[config.mk]
export PLATFORM = sky130hd
export DESIGN_NAME = mig_seq_evaluator
export DESIGN_NICKNAME = d
export VERILOG_FILES = /design/src/rtl/mig_seq_evaluator.sv
export SDC_FILE = /design/constraint.sdc
export NUM_CORES = 1
export LEC_CHECK = 0
export CAP_MARGIN = 20
export CELL_PAD_IN_SITES_DETAIL_PLACEMENT = 1
export CELL_PAD_IN_SITES_GLOBAL_PLACEMENT = 1
export CORE_UTILIZATION = 45
export DETAILED_ROUTE_END_ITERATION = 8
export HOLD_SLACK_MARGIN = 0.03
export PLACE_DENSITY_LB_ADDON = 0.1
export SYNTH_ARGS = -nofsm -noshare
export SYNTH_HDL_FRONTEND = slang
export SYNTH_SLANG_ARGS = --single-unit
[constraint.sdc]
create_clock -name clk -period 3.1 [get_ports clk]
set_input_delay 0.62 -clock clk [delete_from_list [all_inputs] [get_ports clk]]
set_output_delay 0.62 -clock clk [all_outputs]
set_load 0.1 [all_outputs]
[src/rtl/mig_seq_evaluator.sv]
`default_nettype none
// ============================================================================
//  Module      : mig_seq_evaluator
//  Description : Run-time programmable majority-inverter-graph evaluator.
//                A node table of NUM_NODES entries is written via cfg_we.
//                Each entry holds three operands {inv, sel}. An accepted
//                input vector is processed one node per cycle, and the value
//                of node len-1 is returned over a valid/ready handshake.
//  Revision    : 1.0 - initial release
// ============================================================================
module mig_seq_evaluator #(
  parameter int NUM_IN    = 7,
  parameter int NUM_NODES = 8
) (
  input  logic                                                   clk,
  input  logic                                                   rst,
  input  logic                                                   cfg_we,
  input  logic [$clog2(NUM_NODES)-1:0]                           cfg_addr,
  input  logic [3*($clog2(1+NUM_IN+NUM_NODES)+1)-1:0]            cfg_wdata,
  input  logic                                                   in_valid,
  output logic                                                   in_ready,
  input  logic [NUM_IN-1:0]                                      in_x,
  input  logic [$clog2(NUM_NODES+1)-1:0]                         in_len,
  output logic                                                   out_valid,
  input  logic                                                   out_ready,
  output logic                                                   out_y,
  output logic                                                   busy,
  output logic                                                   cfg_err
);

  // Operand selector width, operand width, length width, node index width
  localparam int SEL_W   = $clog2(1 + NUM_IN + NUM_NODES);
  localparam int OP_W    = SEL_W + 1;
  localparam int LEN_W   = $clog2(NUM_NODES + 1);
  localparam int IDX_W   = $clog2(NUM_NODES);
  localparam int ENTRY_W = 3 * OP_W;

  typedef enum logic [1:0] {
    S_IDLE = 2'd0,
    S_EVAL = 2'd1,
    S_DONE = 2'd2
  } state_t;

  // Architectural state
  state_t               r_state;
  logic [ENTRY_W-1:0]   r_table [NUM_NODES];
  logic [NUM_NODES-1:0] r_node;
  logic [NUM_IN-1:0]    r_x;
  logic [LEN_W-1:0]     r_len;
  logic [LEN_W-1:0]     r_k;

  // Registered outputs
  logic r_in_ready;
  logic r_out_valid;
  logic r_out_y;
  logic r_busy;
  logic r_cfg_err;

  // Operand decode of the node currently being evaluated
  logic [ENTRY_W-1:0] w_entry;
  logic [SEL_W-1:0]   w_sel [3];
  logic [2:0]         w_inv;
  logic [2:0]         w_hit;
  logic [2:0]         w_opv;
  logic [2:0]         w_operr;
  logic               w_maj;
  logic [IDX_W-1:0]   w_last;
  logic [LEN_W-1:0]   w_len_clamped;
  logic               w_len_over;

  assign w_entry = r_table[r_k[IDX_W-1:0]];

  generate
    for (genvar gi = 0; gi < 3; gi++) begin : g_fields
      assign w_sel[gi] = w_entry[gi*OP_W +: SEL_W];
      assign w_inv[gi] = w_entry[gi*OP_W + SEL_W];
    end
  endgenerate

  // Resolve each operand: constant 0, primary input, or an already computed
  // node. References to nodes not yet evaluated in this pass (index >= k)
  // and unused selector codes read as 0 and are flagged as configuration
  // errors. The inversion bit is applied after the lookup.
  always_comb begin
    w_hit   = '0;
    w_opv   = '0;
    w_operr = '0;
    for (int i = 0; i < 3; i++) begin
      if (w_sel[i] == '0) begin
        w_hit[i] = 1'b1;
      end
      for (int j = 0; j < NUM_IN; j++) begin
        if (w_sel[i] == SEL_W'(j + 1)) begin
          w_hit[i] = 1'b1;
          w_opv[i] = r_x[j];
        end
      end
      for (int j = 0; j < NUM_NODES; j++) begin
        if (w_sel[i] == SEL_W'(1 + NUM_IN + j)) begin
          w_hit[i] = 1'b1;
          if (LEN_W'(j) < r_k) begin
            w_opv[i] = r_node[j];
          end else begin
            w_operr[i] = 1'b1;
          end
        end
      end
      if (!w_hit[i]) begin
        w_operr[i] = 1'b1;
      end
      w_opv[i] = w_opv[i] ^ w_inv[i];
    end
  end

  // Three-input majority of the resolved operands
  assign w_maj = (w_opv[0] & w_opv[1]) | (w_opv[0] & w_opv[2]) | (w_opv[1] & w_opv[2]);

  // Index of the result node (only meaningful when r_len != 0)
  assign w_last = IDX_W'(r_len - LEN_W'(1));

  // Lengths beyond the table depth are clamped to the full table
  assign w_len_over    = (in_len > LEN_W'(NUM_NODES));
  assign w_len_clamped = w_len_over ? LEN_W'(NUM_NODES) : in_len;

  // Control FSM, node table writes, node evaluation and registered outputs
  always_ff @(posedge clk) begin
    if (rst) begin
      r_state     <= S_IDLE;
      r_node      <= '0;
      r_x         <= '0;
      r_len       <= '0;
      r_k         <= '0;
      r_in_ready  <= 1'b1;
      r_out_valid <= 1'b0;
      r_out_y     <= 1'b0;
      r_busy      <= 1'b0;
      r_cfg_err   <= 1'b0;
      for (int i = 0; i < NUM_NODES; i++) begin
        r_table[i] <= '0;
      end
    end else begin
      // Table writes only land while idle; a write while busy is dropped
      // and recorded, so a running evaluation always sees a stable graph.
      if (cfg_we) begin
        if (r_state == S_IDLE) begin
          r_table[cfg_addr] <= cfg_wdata;
        end else begin
          r_cfg_err <= 1'b1;
        end
      end

      case (r_state)
        S_IDLE: begin
          if (in_valid && r_in_ready) begin
            r_x        <= in_x;
            r_len      <= w_len_clamped;
            r_k        <= '0;
            r_in_ready <= 1'b0;
            r_busy     <= 1'b1;
            if (w_len_over) begin
              r_cfg_err <= 1'b1;
            end
            // An empty graph skips evaluation entirely
            if (in_len == '0) begin
              r_state <= S_DONE;
            end else begin
              r_state <= S_EVAL;
            end
          end
        end

        S_EVAL: begin
          r_node[r_k[IDX_W-1:0]] <= w_maj;
          if (|w_operr) begin
            r_cfg_err <= 1'b1;
          end
          r_k <= r_k + LEN_W'(1);
          if (r_k == r_len - LEN_W'(1)) begin
            r_state <= S_DONE;
          end
        end

        S_DONE: begin
          // First DONE cycle publishes the result; it then holds until taken
          if (!r_out_valid) begin
            r_out_valid <= 1'b1;
            r_out_y     <= (r_len == '0) ? 1'b0 : r_node[w_last];
          end else if (out_ready) begin
            r_out_valid <= 1'b0;
            r_in_ready  <= 1'b1;
            r_busy      <= 1'b0;
            r_state     <= S_IDLE;
          end
        end

        default: begin
          r_state     <= S_IDLE;
          r_in_ready  <= 1'b1;
          r_out_valid <= 1'b0;
          r_busy      <= 1'b0;
        end
      endcase
    end
  end

  assign in_ready  = r_in_ready;
  assign out_valid = r_out_valid;
  assign out_y     = r_out_y;
  assign busy      = r_busy;
  assign cfg_err   = r_cfg_err;

endmodule
`default_nettype wire

==> flow_summary_export.csv <==
group,metric,value,unit
critical_path,rr_endpoint,"r_node[2]$_SDFFE_PP0P_",
critical_path,start_kind,"flip-flop",
logic_synthesis,netlist_instances,736,
global_routing,grt.overflow.total,0,
clock_network,cts.clk_slew.worst_paths,0.07,ns
sta,drv_slew,0,
critical_path,crit_path_max_fanout,5,
critical_path,cp.required,3.40,ns
logic_synthesis,yosysUniqueCellTypes,79,
power_and_ir_drop,leakage,3.91,nW
detailed_routing,first_iter_violations,534,
sta,setup_slack,-0.0108,ns
clock_network,clk_latency,0.43,ns
critical_path,rrSetupSlack,-0.01,ns
logic_synthesis,synth_edf_count,120,
sta,relSlewSlack,29.1,%
layout,finalNetCount,895,
detailed_routing,viasPerCell,5.98,
layout,regArea,4270,sq um
logic_synthesis,syn_nets,774,
outcome,violations,"setup timing",
logic_synthesis,yosys.area.top_type_share,42.3,%
sta,timing.final.crit_share,100,%
logic_synthesis,synth.avg_cell_area,11.6,sq um
layout,multi_input_area,4120,sq um
sta,skew,0.0120,ns
layout,area_growth,24.5,%
critical_path,cp_common_cell,"buf_12",
critical_path,crit_chain,"buf_6, buf_12, mux4_2, mux2i_4, buf_12, mux2i_1, mux2_2, a222oi_1, a22o_1, xnor2_2, buf_4, a21oi_4, a211oi_2",
outcome,status,"complete, but fails checks",
sta,hold_violations,0,
critical_path,crit_arrival,3.42,ns
sta,max_freq,321,MHz
floorplan,fp.dieW,140,um
logic_synthesis,synth_area_leaders,"edfxtp_1 42%, and2_1 9.4%, dfxtp_1 7.8%",
layout,drive_above_1_share,25.7,%
logic_synthesis,ys_ff_latch,153,
clock_network,cts.path.max_buffers,2,
clock_network,clock-sinks,153,
power_and_ir_drop,peakVddDrop,421,uV
sta,holdWs,0.471,ns
floorplan,core_area,18300,sq um
min_path,hold_path_class,"reg -> reg",
floorplan,die_h,140,um
run,cap_violations,0,
clock_network,cts-hold-fix-buffers,0,
clock_network,cts_made_buffers,17,
critical_path,cp_slowest_cell,"mux4_2",
power_and_ir_drop,totalPowerFinal,6.36,mW
sta,tns,-0.0258,ns
place,place.gp.congestion,1.03,
detailed_routing,antenna_left,0,
floorplan,die-area,19500,sq um
critical_path,critPathCapture,"r_node[2]$_SDFFE_PP0P_",
global_routing,grt_pass1_wl,40900,um
sta,setup_violations,3,
critical_path,worstSetupEndpointType,"flip-flop",
global_routing,grtUsageTotal,28.6,%
detailed_routing,wl,26700,um
logic_synthesis,synth.most_common_cell,"and2_1",
logic_synthesis,yosysTopAreaCell,"edfxtp_1",
clock_network,htreeDepth,4,
global_routing,use_met2,49.9,%
clock_network,cts_tree,"built",
logic_synthesis,synth.yosys.warnings,0,
detailed_routing,num_vias,6577,
logic_synthesis,yosysSeqAreaShare,50.1,%
global_routing,busiest_layer,"met2",
floorplan,initial_core_util,46.6,%
global_routing,use_met1,34.7,%
power_and_ir_drop,power_density,600,nW/um^2
place,portBuffers,38,
sta,rsz0062_at_grt,"true",
detailed_routing,wl_per_cell,24.3,um
critical_path,r2r_cells,13,
detailed_routing,dr.pass1.iters,5,
detailed_routing,drc,0,
sta,post-route-min-period,3.11,ns
critical_path,max_stage_delay,0.52,ns
global_routing,grt_pass1_vias,6866,
floorplan,io_pins,39,
logic_synthesis,synth-main-ff-cell,"edfxtp_1",
floorplan,rows,49,
clock_network,root_buffer,"clkbuf_16",
global_routing,use_met3,5.37,%
critical_path,path_class,"reg -> reg",
logic_synthesis,synthTopCellsByCount,"128 x and2_1, 120 x edfxtp_1, 53 x nand2_1",
global_routing,grt_max_degree,27,
layout,num-fill-cells,1886,
layout,antenna_cells,0,
global_routing,antenna_found_initial,0,
logic_synthesis,ys_async_sr_fraction,0,%
sta,worst_pin_slew,1.06,ns
place,dp_hpwl,19400,um
logic_synthesis,syn_area,8520,sq um
==> layout make-up <==
| type | instances | share of cell area, % |
|---|---|---|
| Clock buffer | 18 | 4.05 |
| Multi-Input combinational cell | 528 | 38.8 |
| Sequential cell | 153 | 40.3 |
| Timing Repair Buffer | 142 | 12.0 |
| Inverter | 15 | 0.531 |
| Tap cell | 229 | 2.70 |
| Clock inverter | 14 | 1.66 |
==> metal layers <==
| metal | wire length (um) | share of wire, % | vias to the layer above |
|---|---|---|---|
| met1 | 10900 | 41 | 3360 |
| met3 | 1110 | 4.1 | 56 |
| li1 | - | - | 2990 |
| met5 | 0 | 0 | - |
| met2 | 13800 | 52 | 171 |
| met4 | 822 | 3.1 | 0 |
==> power breakdown <==
part,switching [mW],internal (mW),total [mW]
logic,0.975,0.763,1.74
clock network,0.946,1.22,2.17
registers,0.120,2.34,2.46
total,2.04,4.32,6.36
==> stage by stage <==
stage          area [sq um]  utilization, %  setup slack (ns)  std cells
3_5_place_dp           9740            53.3            -0.178       1057
4_1_cts               10400            57.0          -0.00946       1093
6_report              10600            58.0           -0.0108       1099
5_1_grt               10600            58.0            -0.106       1099
2_1_floorplan          8520               -             0.127        736
3_3_place_gp           9740            53.3            -0.123       1057
==> worst max-delay path, delay by kind of cell, from the launching register on <==
family,cells,cell delay (ns)
flip-flops,1,0.38
multiplexers,4,1.16
AO/OA/AOI/OAI,4,0.80
XOR/XNOR,1,0.10
buffers and inverters,4,0.55
==> registers in the layout (all words and copies together), names as in the netlist, named ones only <==
name,count
busy,1
cfg_err,1
in_ready,1
out_valid,1
out_y,1
r_k,4
r_len,4
r_node,8
r_state,2
r_table,120
r_x,7
==> what timing repair did <==
item,in CTS,in global routing
cloned,0,1
setup buffers,4,5
pin swaps,1,13
endpoints found under the setup margin,9,9
resized for setup,12,33
==> kinds of logic (layout without fill, tap and decap cells) <==
| kind of cell | Yosys count | count (layout) | share of synthesized area [%] |
|---|---|---|---|
| simple gates | 305 | 305 | 20.1 |
| flops | 153 | 153 | 50.1 |
| compound gates | 133 | 133 | 11.2 |
| mux | 79 | 79 | 14.1 |
| buf+inv | 55 | 189 | 3.13 |
| xor+xnor | 7 | 7 | 0.720 |
| fa+ha+maj | 4 | 4 | 0.588 |
==> worst min path at each step <==
stage                                     start               endpoint  slack (ns)  cells past startpoint
after floorplan           r_len[1]$_SDFFE_PP0P_  r_len[1]$_SDFFE_PP0P_        0.45                      2
after detailed placement     cfg_err$_SDFF_PP0_     cfg_err$_SDFF_PP0_        0.46                      2
after CTS                    cfg_err$_SDFF_PP0_     cfg_err$_SDFF_PP0_        0.47                      2
after global routing         cfg_err$_SDFF_PP0_     cfg_err$_SDFF_PP0_        0.50                      2
after global placement       cfg_err$_SDFF_PP0_     cfg_err$_SDFF_PP0_        0.45                      2
final                        cfg_err$_SDFF_PP0_     cfg_err$_SDFF_PP0_        0.47                      2
==> cells in the final DEF, fill, tap and decap left out, types with 5 or more instances in the layout <==
cell and n:
nor2_1 33, nor3_1 8, nor2b_1 9, clkbuf_16 18
mux2_2 7, edfxtp_1 120, buf_12 6, inv_1 15
o211ai_1 7, a31oi_1 5, nand2b_1 12, mux2i_1 38
dfxtp_1 30, o21ai_0 11, clkdlybuf4s50_1 33, nand3_1 18
or3_1 5, o21ai_1 7, a21oi_1 31, and2_1 126
mux4_2 27, a22oi_1 12, nand3b_1 8, nand2_1 53
buf_4 97
Power figures use the tool's default switching activity.
